==> src/rtl/fifo_tx_drain_if.sv <==
`default_nettype none
// ============================================================================
// Module   : fifo_tx_drain_if
// Brief    : FIFO read port and UART TX parallel-load handshake bundle.
// Revision : 1.0  initial release
// ============================================================================
interface fifo_tx_drain_if #(
  parameter int DATA_WIDTH = 8
);
  logic                  FIFO_EMPTY;
  logic [DATA_WIDTH-1:0] FIFO_RD_DATA;
  logic                  FIFO_R_INC;
  logic                  TX_BUSY;
  logic [DATA_WIDTH-1:0] TX_P_DATA;
  logic                  TX_DATA_VALID;

  // master = drain engine, slave = FIFO read port plus transmitter
  modport master (
    input  FIFO_EMPTY, FIFO_RD_DATA, TX_BUSY,
    output FIFO_R_INC, TX_P_DATA, TX_DATA_VALID
  );

  modport slave (
    output FIFO_EMPTY, FIFO_RD_DATA, TX_BUSY,
    input  FIFO_R_INC, TX_P_DATA, TX_DATA_VALID
  );
endinterface
`default_nettype wire

==> src/rtl/fifo_tx_drain.sv <==
`default_nettype none
// ============================================================================
// Module   : fifo_tx_drain
// Brief    : Pops CDC FIFO words and loads them into the serial transmitter,
//            with inter-frame gap, handshake retry and word counter.
// Revision : 1.0  initial release
// ============================================================================
module fifo_tx_drain #(
  parameter int DATA_WIDTH  = 8,
  parameter int GAP_CYCLES  = 0,
  parameter int ACK_TIMEOUT = 4,
  parameter int CNT_WIDTH   = 16
) (
  input  wire logic                 CLK,
  input  wire logic                 RST,
  input  wire logic                 ENABLE,
  fifo_tx_drain_if.master           bus,
  output logic                      ACTIVE,
  output logic                      RETRY_ERR,
  output logic [CNT_WIDTH-1:0]      WORD_CNT
);

  localparam int TMO_W = $clog2(ACK_TIMEOUT + 1);
  localparam int GAP_W = (GAP_CYCLES > 1) ? $clog2(GAP_CYCLES) : 1;

  localparam logic [TMO_W-1:0] TMO_LAST = TMO_W'(ACK_TIMEOUT);
  localparam logic [GAP_W-1:0] GAP_LAST = GAP_W'((GAP_CYCLES > 0) ? GAP_CYCLES - 1 : 0);

  localparam logic [2:0] S_IDLE     = 3'd0;
  localparam logic [2:0] S_LOAD     = 3'd1;
  localparam logic [2:0] S_WAIT_ACK = 3'd2;
  localparam logic [2:0] S_SEND     = 3'd3;
  localparam logic [2:0] S_GAP      = 3'd4;

  logic [2:0]            state_q, state_d;
  logic [DATA_WIDTH-1:0] data_q,  data_d;
  logic [TMO_W-1:0]      tmo_q,   tmo_d;
  logic [GAP_W-1:0]      gap_q,   gap_d;
  logic [CNT_WIDTH-1:0]  cnt_q,   cnt_d;
  logic                  retry_q, retry_d;
  logic                  pop;

  always_comb begin
    // RST gates the pop so the FIFO never loses a word to a frame we abandon
    pop     = (state_q == S_IDLE) && ENABLE && !bus.FIFO_EMPTY && !RST;
    state_d = state_q;
    data_d  = data_q;
    tmo_d   = tmo_q;
    gap_d   = gap_q;
    cnt_d   = cnt_q;
    retry_d = retry_q;

    case (state_q)
      S_IDLE: begin
        if (pop) begin
          data_d  = bus.FIFO_RD_DATA;
          state_d = S_LOAD;
        end
      end
      S_LOAD: begin
        tmo_d   = '0;
        state_d = S_WAIT_ACK;
      end
      S_WAIT_ACK: begin
        if (bus.TX_BUSY) begin
          state_d = S_SEND;
        end else begin
          tmo_d = tmo_q + TMO_W'(1);
          if (tmo_d == TMO_LAST) begin
            retry_d = 1'b1;
            state_d = S_LOAD;
          end
        end
      end
      S_SEND: begin
        if (!bus.TX_BUSY) begin
          cnt_d   = cnt_q + CNT_WIDTH'(1);
          gap_d   = '0;
          state_d = (GAP_CYCLES > 0) ? S_GAP : S_IDLE;
        end
      end
      S_GAP: begin
        if (gap_q == GAP_LAST) begin
          state_d = S_IDLE;
        end else begin
          gap_d = gap_q + GAP_W'(1);
        end
      end
      default: state_d = S_IDLE;
    endcase
  end

  always_ff @(posedge CLK) begin
    if (RST) begin
      state_q <= S_IDLE;
      data_q  <= '0;
      tmo_q   <= '0;
      gap_q   <= '0;
      cnt_q   <= '0;
      retry_q <= 1'b0;
    end else begin
      state_q <= state_d;
      data_q  <= data_d;
      tmo_q   <= tmo_d;
      gap_q   <= gap_d;
      cnt_q   <= cnt_d;
      retry_q <= retry_d;
    end
  end

  assign bus.FIFO_R_INC    = pop;
  assign bus.TX_P_DATA     = data_q;
  assign bus.TX_DATA_VALID = (state_q == S_LOAD);
  assign ACTIVE            = (state_q != S_IDLE);
  assign RETRY_ERR         = retry_q;
  assign WORD_CNT          = cnt_q;

endmodule
`default_nettype wire

==> src/flat_wrapper.sv <==
// flat-port wrapper written by rule: the top's interface ports become plain ports
module fifo_tx_drain_flat 
#(
  parameter int DATA_WIDTH  = 8,
  parameter int GAP_CYCLES  = 0,
  parameter int ACK_TIMEOUT = 4,
  parameter int CNT_WIDTH   = 16
)
  (CLK, RST, ENABLE, ACTIVE, RETRY_ERR, WORD_CNT, bus_FIFO_EMPTY, bus_FIFO_RD_DATA, bus_TX_BUSY, bus_FIFO_R_INC, bus_TX_P_DATA, bus_TX_DATA_VALID);
  fifo_tx_drain_if #(.DATA_WIDTH(DATA_WIDTH)) bus_i ();
  input  wire logic CLK;
  input  wire logic RST;
  input  wire logic ENABLE;
  output logic ACTIVE;
  output logic RETRY_ERR;
  output logic [CNT_WIDTH-1:0] WORD_CNT;
  input wire logic [$bits(bus_i.FIFO_EMPTY)-1:0] bus_FIFO_EMPTY;
  input wire logic [$bits(bus_i.FIFO_RD_DATA)-1:0] bus_FIFO_RD_DATA;
  input wire logic [$bits(bus_i.TX_BUSY)-1:0] bus_TX_BUSY;
  output wire logic [$bits(bus_i.FIFO_R_INC)-1:0] bus_FIFO_R_INC;
  output wire logic [$bits(bus_i.TX_P_DATA)-1:0] bus_TX_P_DATA;
  output wire logic [$bits(bus_i.TX_DATA_VALID)-1:0] bus_TX_DATA_VALID;
  assign bus_i.FIFO_EMPTY = bus_FIFO_EMPTY;
  assign bus_i.FIFO_RD_DATA = bus_FIFO_RD_DATA;
  assign bus_i.TX_BUSY = bus_TX_BUSY;
  assign bus_FIFO_R_INC = bus_i.FIFO_R_INC;
  assign bus_TX_P_DATA = bus_i.TX_P_DATA;
  assign bus_TX_DATA_VALID = bus_i.TX_DATA_VALID;
  fifo_tx_drain #(.DATA_WIDTH(DATA_WIDTH), .GAP_CYCLES(GAP_CYCLES), .ACK_TIMEOUT(ACK_TIMEOUT), .CNT_WIDTH(CNT_WIDTH)) u_core (.CLK(CLK), .RST(RST), .ENABLE(ENABLE), .bus(bus_i), .ACTIVE(ACTIVE), .RETRY_ERR(RETRY_ERR), .WORD_CNT(WORD_CNT));
endmodule
==> config.mk <==
export PLATFORM = sky130hd
export DESIGN_NAME = fifo_tx_drain_flat
export DESIGN_NICKNAME = d
export VERILOG_FILES = /design/src/rtl/fifo_tx_drain_if.sv /design/src/rtl/fifo_tx_drain.sv /design/src/flat_wrapper.sv
export SDC_FILE = /design/constraint.sdc
export NUM_CORES = 1
export LEC_CHECK = 0
export CAP_MARGIN = 25
export CORE_UTILIZATION = 35
export DETAILED_ROUTE_END_ITERATION = 8
export GPL_TIMING_DRIVEN = 0
export HOLD_SLACK_MARGIN = 0.08
export PLACE_DENSITY_LB_ADDON = 0.25
export SLEW_MARGIN = 20
export SYNTH_ARGS = -nofsm -noshare
export SYNTH_HDL_FRONTEND = slang
export SYNTH_SLANG_ARGS = --single-unit
==> constraint.sdc <==
create_clock -name CLK -period 5 [get_ports CLK]
set_input_delay 1.5 -clock CLK [delete_from_list [all_inputs] [get_ports CLK]]
set_output_delay 1.5 -clock CLK [all_outputs]
set_load 0.02 [all_outputs]
==> summary.md, run 1 <==
The detail route stage leaves a number of antenna-violating nets equal to 0. After synthesis, the share of cell area in mux cells is 0%. The total vias in the final route came out at 1281.

The number of unique standard cell types used by synthesis is 35. Clock skew on the completed layout was measured at 0.005263 ns. The worst hold path begins at u_core.bus.TX_P_DATA[1]$_SDFFE_PP0P_. Port buffering added 40 buffers.

TritonCTS built the clock tree. The floorplan step defined a die boundary enclosing 0.004147 mm². The worst-case vdd ir drop was 0.0001393 V. After clock tree synthesis, the clock-pin slew on the worst setup and hold paths is 0.06 ns.

The chip width came out at 64.40 µm. At the placement stage, the worst setup path has a slack of -0.09373 ns. The worst setup path is of the primary input to primary output kind. The number of clock buffers added by TritonCTS is 5. The run gives 30 as the number of clock sinks. The worst hold path stage count is 2, and the largest net degree at the start of global routing is 11. Counting tap cells, the placed design contains a total of 250 instances. Once routing completed, OpenROAD measured the worst setup slack at 0.2906 ns. In the finished design, the share of the clock period the worst path needs comes to 94.19%. The area growth from synthesis to layout came out at 41.41%. Count of antenna diodes in the layout: 0. STA classifies the critical path startpoint as a primary input. The maximum fanout along the worst path is 9, and the wire length of the first global-routing pass is 5.037 mm.

For this design the ratio of total power to cell area is 253.7 mW/mm². Dividing the detail-routed via count by the number of cells gives 4.965. The area of the placeable core is 0.003689 mm².

The tree is rooted in a sky130_fd_sc_hd__clkbuf_8. The total overflow left after global routing is 0. The run gives 258 as the non-filler instance count after layout. Once the floorplan was initialized, standard cells occupied 36.94% of the core. The share of async-settable or async-resettable flops after synthesis was 0%; the logic depth of the worst register-to-register path was 6. Wires add up to 2.987 mm. The endpoint identified for the worst register-to-register timing path is u_core.WORD_CNT[15]$_SDFFE_PP0P_. Among all flip-flop cells after synthesis, the most frequent one is sky130_fd_sc_hd__dfxtp_1. Of the cells placed in the final design, the portion with a size suffix greater than 1 is 6.190%.

Setup repair after global routing left no endpoint under its margin. The die is 64.40 µm tall. A synthesized cell averages 8.411 µm². The detail-routed net length per standard cell was 11.58 µm. The total of endpoints with negative setup slack in the final report is 0. The number of global-route vias before repair is 1121, and the required time at the worst-slack endpoint is 3.50 ns. The initial antenna violation count is 0.

41 I/O pins were placed. The run gives 44.08% as the post-synthesis sequential area ratio. Measured against its own limit, the worst slew margin works out to 66.10%.

In this run the number of H-tree levels came out at 2. The run gives 22 as the number of placement rows. The sort of element at the end of the critical path is a primary output. For hold timing, the worst endpoint is u_core.bus.TX_P_DATA[1]$_SDFFE_PP0P_. The synthesized netlist devotes 28.56% of its cell area to simple gates. In the global route stage, overall resource usage came out at 15.81%. Warning count from the yosys run: 0. Total power for the finished layout comes to 0.0004889 W. After detailed routing, the number of remaining DRC violations is 0. The synthesized design contains 30 register bits. Setup slack on the worst reg-to-reg path comes out at 3.31 ns.

The run gives 0 ns as the summed negative setup slack over all endpoints. The number of max-slew violations in the final report was 0; the total nets after synthesis was 178. Of the total synthesized cell area, the portion taken by XOR and XNOR cells is 6.428%.

The share of synthesized cell area in full adder, half adder and majority cells is 2.755%, and the later-pin clock latency in the skew report is 0.28 ns. The synthesized cell area came out at 0.001363 mm². The run finished with clean final reports. The time the final worst path needs with I/O delays and setup works out to 4.709 ns. The HPWL after detailed placement is 2.127 mm. The congestion estimate from routability-driven global placement came to 0.7391. The longest clock path from root to sink contains 2 buffers. Leaving out fill and tap cells, the most frequent cells in the layout are 40 x sky130_fd_sc_hd__clkdlybuf4s50_1, 30 x sky130_fd_sc_hd__dfxtp_1, 18 x sky130_fd_sc_hd__nand2_1.

The hold violation total from the final report was 0. Max-cap violations in this run came to 0. Summed over all cells, the static leakage comes to 0.7089 nW. After the first detailed-routing iteration, the DRC count stood at 67. At the end of the flow, the number of nets in the layout was 227. Leaving out fill and tap cells, the most frequent cell in the layout is sky130_fd_sc_hd__clkdlybuf4s50_1. The launch point of the worst reg-to-reg path is u_core.state_q[1]$_SDFFE_PP0P_. In the synthesized netlist, the number of instances is 162. The path class of the tightest hold or removal check is flop to flop. For the worst setup path, the data arrival time is 3.21 ns.

Derived from the worst setup path, the maximum achievable clock frequency is 212.3 MHz. By area, the combinational part of the netlist is dominated by simple AND/OR/NAND/NOR gates. The transition time of the tightest slew-check pin is 0.5085 ns, and the number of enable flip-flop cells after synthesis is 0. The synthesized-area fraction occupied by ao, oa, aoi and oai cells is 13.68%. The run gives 4 as the first-pass detailed-route iteration total.
-- critical path, stage by stage --
cell,delay (ns)
sky130_fd_sc_hd__clkdlybuf4s50_1,0.47
sky130_fd_sc_hd__nor3b_4,0.28
sky130_fd_sc_hd__nand2_1,0.25
sky130_fd_sc_hd__inv_1,0.11
sky130_fd_sc_hd__clkdlybuf4s50_1,0.60
-- cell type report --
cell class | count | area (µm²)
clock buffers | 6 | 82.58
flip-flops and latches | 30 | 600.6
repair buffers | 42 | 415.4
well taps | 48 | 60.06
fillers | 394 | 1762
multi-input cells | 119 | 706.9
inverters | 4 | 15.01
plain buffers | 9 | 46.29
-- layer usage --
layer | global-route usage, % | wire (µm) | vias up
met1 | 19.91 | 1430 | 590
met5 | 0 | 0 | -
met2 | 24.74 | 1397 | 21
met4 | 5.000 | 41 | 0
li1 | - | - | 666
met3 | 5.893 | 117 | 4
-- cells by family after synthesis --
group | count (synthesis)
flip-flops | 30
AO/OA/AOI/OAI | 31
AND/OR/NAND/NOR | 75
adder cells (fa/ha/maj) | 3
buffers and inverters | 13
XOR/XNOR | 10
-- how the worst max path moves through the flow --
stage                               from             end
after floorplan           bus_FIFO_EMPTY  bus_FIFO_R_INC
after global placement               RST  bus_FIFO_R_INC
after detailed placement             RST  bus_FIFO_R_INC
after CTS                            RST  bus_FIFO_R_INC
after global routing                 RST  bus_FIFO_R_INC
final                                RST  bus_FIFO_R_INC
-- sequential cells by signal, indices dropped and copies added (netlist names) --
name,cells
u_core.WORD_CNT,16
u_core.tmo_q,3
u_core.RETRY_ERR,1
u_core.state_q,2
u_core.bus.TX_P_DATA,8
-- per-stage QoR --
| step | utilization [%] | area, µm² | hold WS [ns] |
|---|---|---|---|
| finish | 52.24 | 1927 | 0.4513 |
| CTS | 51.83 | 1912 | 0.4545 |
| global route | 52.24 | 1927 | 0.4668 |
| floorplan | - | 1363 | 0.5187 |
| detailed placement | 49.42 | 1823 | 0.4464 |
| global placement | 49.42 | 1823 | 0.4426 |
-- synth_stat cells, drive strengths merged, types with 4 or more instances --
cell | instances | area share [%]
a21oi | 16 | 5.9
o21ai | 5 | 1.8
dfxtp | 30 | 44
nor2 | 16 | 4.4
xor2 | 8 | 5.1
clkbuf | 6 | 1.7
nor3 | 4 | 1.5
nand2 | 18 | 5.0
nand3 | 17 | 7.2
nand4 | 4 | 1.8
inv | 4 | 1.1
or3 | 5 | 2.3
-- repair_timing --
| item | in CTS | in global routing |
|---|---|---|
| setup endpoints to repair | 1 | 1 |
| pin swaps | 0 | 1 |
| gates resized for setup | 1 | 0 |
| buffers inserted | 0 | 2 |
| hold buffers | 0 | 0 |
| cloned | 0 | 0 |
-- report_power, final --
part | leakage (nW) | total, W | switching [W] | internal (W)
logic | 0.423 | 0.0000556 | 0.0000299 | 0.0000257
clock network | 0.0431 | 0.000187 | 0.0000809 | 0.000106
registers | 0.242 | 0.000247 | 0.00000312 | 0.000243
No activity file was read; power rests on OpenSTA's default activity.
==> inputs of run 2 (changes only) <==
--- a/config.mk
+++ b/config.mk
@@ -5,7 +5,9 @@
 export SDC_FILE = /design/constraint.sdc
 export NUM_CORES = 1
 export LEC_CHECK = 0
+export ABC_CLOCK_PERIOD_IN_PS = 5000
 export CAP_MARGIN = 25
+export CORE_ASPECT_RATIO = 1.4
 export CORE_UTILIZATION = 35
 export DETAILED_ROUTE_END_ITERATION = 8
 export GPL_TIMING_DRIVEN = 0
==> run 2 against run 1 <==
  * Register-to-register slack hardly changed
  * Sequential power is essentially flat
  * Critical path depth unchanged
  * Combinational power fell by 1%
  * Highest routed layer unchanged
  * Count of clock-buffer cells in the layout unchanged
  * Utilization up 0.11 points
  * Wire length increased by 9.2%
==> summary.md, run 2 (synthesized netlist as in run 1, its figures left out) <==
The flow ran to the end, and the final reports show no timing, DRC or antenna violations. Detailed routing inserted a total of 1331 vias. The worst hold path stage count is 2.

The clock transition at the registers of the reported paths came out at 0.07 ns. The placed cell count was 244. Area growth from synthesis to layout: 41.23%.

The die is 54.73 µm wide. Fmax: 211.7 MHz. The vertical die dimension was 75.83 µm. Once routing completed, OpenROAD measured the worst setup slack at 0.2753 ns.

The critical path is of the primary input to primary output type. At the later pin of the worst-skew pair, clock insertion delay measures 0.29 ns. The logic depth of the worst register-to-register path is 5. The setup check on the worst reg-to-reg path leaves a slack of 3.31 ns. Most common cell after layout, fill and taps aside: sky130_fd_sc_hd__clkdlybuf4s50_1. The fraction of layout instances using a drive strength above 1 came out at 6.635%. The logs give 0 for the hold violation total from the final report and 30 for the starting DRC count in detailed routing. For this design, the sink count on the clock tree is 30. The quantity of I/O buffers inserted on ports was 40; the maximum fanout along the worst path was 9.

The smallest clock period supported by the final layout is computed as 4.725 ns. The logs give 0 ns for the summed negative setup slack over all endpoints and 3.22 ns for the arrival time at the worst endpoint. Cell internal power was estimated by the tool at 0.0003791 W. Area of the placeable core: 0.003676 mm².

In this run the static leakage power is 0.7076 nW. The multi-input combinational cells in the finished layout cover a total of 706.9 µm². The run gives 10.8% as the part of the power in combinational logic. VDD sags by at most 0.0001981 V. Detailed placement ended at an HPWL of 2.339 mm. The ratio of routed vias to standard cells was 5.261. The total global routing overflow was 0; the register area was 600.6 µm². In the layout the commonest cells are 40 x sky130_fd_sc_hd__clkdlybuf4s50_1, 30 x sky130_fd_sc_hd__dfxtp_1, 18 x sky130_fd_sc_hd__nand2_1. Setup repair after global routing left no endpoint under its margin. The clock network power share was 40.9%; the floorplan die area was 0.004150 mm². The run gives 0 as the max-cap check violation count. The portion of the clock cycle consumed by the worst path in the final layout came out at 94.49%. The CTS buffer count was 5. Overall power consumption: 0.0005098 W. The tree is rooted in a sky130_fd_sc_hd__clkbuf_8. The worst setup path is launched from a primary input. After floorplanning, the core was divided into 26 placement rows.

At the pin with the least slew margin, the transition time is 0.5036 ns. The worst hold-check slack is 0.4612 ns, and the number of max-slew violations in the final report is 0. The sequential group share of total power is 48.4%.

For the non-filler instance count after layout, the log shows 253. Dividing the detail-routed wire length by the instance count gives 12.89 µm. Summed over all layers, the routed wires come to 3.262 mm. The class of the worst hold path was flop to flop.

The clock skew is 0.003853 ns, and the flip-flop count of the largest register after layout is 16. The congestion estimate from routability-driven global placement came to 0.7223. The final layout contains 226 nets. The logs give 4 for the first-pass detailed-route iteration total and 2 for the worst-case clock buffer depth. The starting density of the core came out at 37.07%. The worst pin sits at a relative slew slack of 66.43%.

In this run the power density over the cells is 264.9 mW/mm². The number of antenna diodes in the final layout is 0. The logs give 0 for the DRC violation count after routing and 3.50 ns for the required time at the worst-slack endpoint. The run gives 11 as the largest net degree at the start of global routing. In this run switching power makes up 25.64% of total power.

The tools report the number of levels the H-tree was split into as 2. Global routing used 17.68% of the available tracks. The logs give -0.002095 ns for the pre-CTS setup slack and 5.257 mm for the wire length of the first global-routing pass.

The total of endpoints with negative setup slack in the final report came out at 0. The number of global-route vias before repair is 1182, and the number of nets with antenna violations after detailed routing is 0. TritonCTS built the clock tree.

The worst setup path is captured at a primary output. The initial antenna violation count is 0, and the net switching power is 0.0001307 W. The I/O pin count is 41, and the total of fill cells in the finished design is 360.
==> run 2: cell count changes in the layout (fill, tap and decap cells not counted), sizes merged <==
cell,change
buf,-1
clkinv,+1
clkinvlp,+1
==> run 2: final timing paths <==
check	startpoint	end
setup / recovery	RST	bus_FIFO_R_INC
hold / removal	u_core.bus.TX_P_DATA[6]$_SDFFE_PP0P_	u_core.bus.TX_P_DATA[6]$_SDFFE_PP0P_
setup reg to reg	u_core.WORD_CNT[3]$_SDFFE_PP0P_	u_core.WORD_CNT[15]$_SDFFE_PP0P_
hold reg to reg	u_core.bus.TX_P_DATA[6]$_SDFFE_PP0P_	u_core.bus.TX_P_DATA[6]$_SDFFE_PP0P_
==> run 2: through the flow <==
| step | utilization (%) | cell area (µm²) |
|---|---|---|
| global placement | 49.39 | 1815 |
| floorplan | - | 1363 |
| CTS | 51.97 | 1911 |
| detailed placement | 49.39 | 1815 |
| finish | 52.35 | 1924 |
| global route | 52.35 | 1924 |
==> run 2: cell type report <==
| class | instances | area share [%] |
|---|---|---|
| flip-flops and latches | 30 | 31.21 |
| repair buffers | 41 | 21.20 |
| clock buffers | 6 | 4.291 |
| inverters | 4 | 0.7802 |
| plain buffers | 9 | 2.406 |
| well taps | 42 | 2.731 |
| clock inverters | 2 | 0.6502 |
| multi-input cells | 119 | 36.74 |
==> run 2: repair_timing <==
action | 4_1_cts | 5_1_grt
resized for setup | 0 | 1
endpoints found under the setup margin | 0 | 1
hold buffers | 0 | 0
buffers inserted | 0 | 1
==> run 2: per-layer routing <==
metal	vias up	part of all wire, %	track usage [%]
li1	664	-	-
met4	0	1.6	9.402
met2	51	50	29.72
met5	-	0	0
met1	609	41	19.30
met3	7	6.5	5.389
==> run 2: critical path, cell delays in order <==
cell and delay, ns:
sky130_fd_sc_hd__clkdlybuf4s50_1 0.48, sky130_fd_sc_hd__nor3b_4 0.29, sky130_fd_sc_hd__nand2_1 0.24, sky130_fd_sc_hd__inv_1 0.10
sky130_fd_sc_hd__clkdlybuf4s50_1 0.61
==> run 2: power by group through the flow <==
| stage | registers, W | clock network (W) | logic (W) |
|---|---|---|---|
| floorplan | 0.000254 | 0 | 0.0000258 |
| global placement | 0.000252 | 0 | 0.0000530 |
| detailed placement | 0.000252 | 0 | 0.0000536 |
| CTS | 0.000247 | 0.000213 | 0.0000539 |
| global route | 0.000247 | 0.000221 | 0.0000600 |
| finish | 0.000247 | 0.000208 | 0.0000549 |
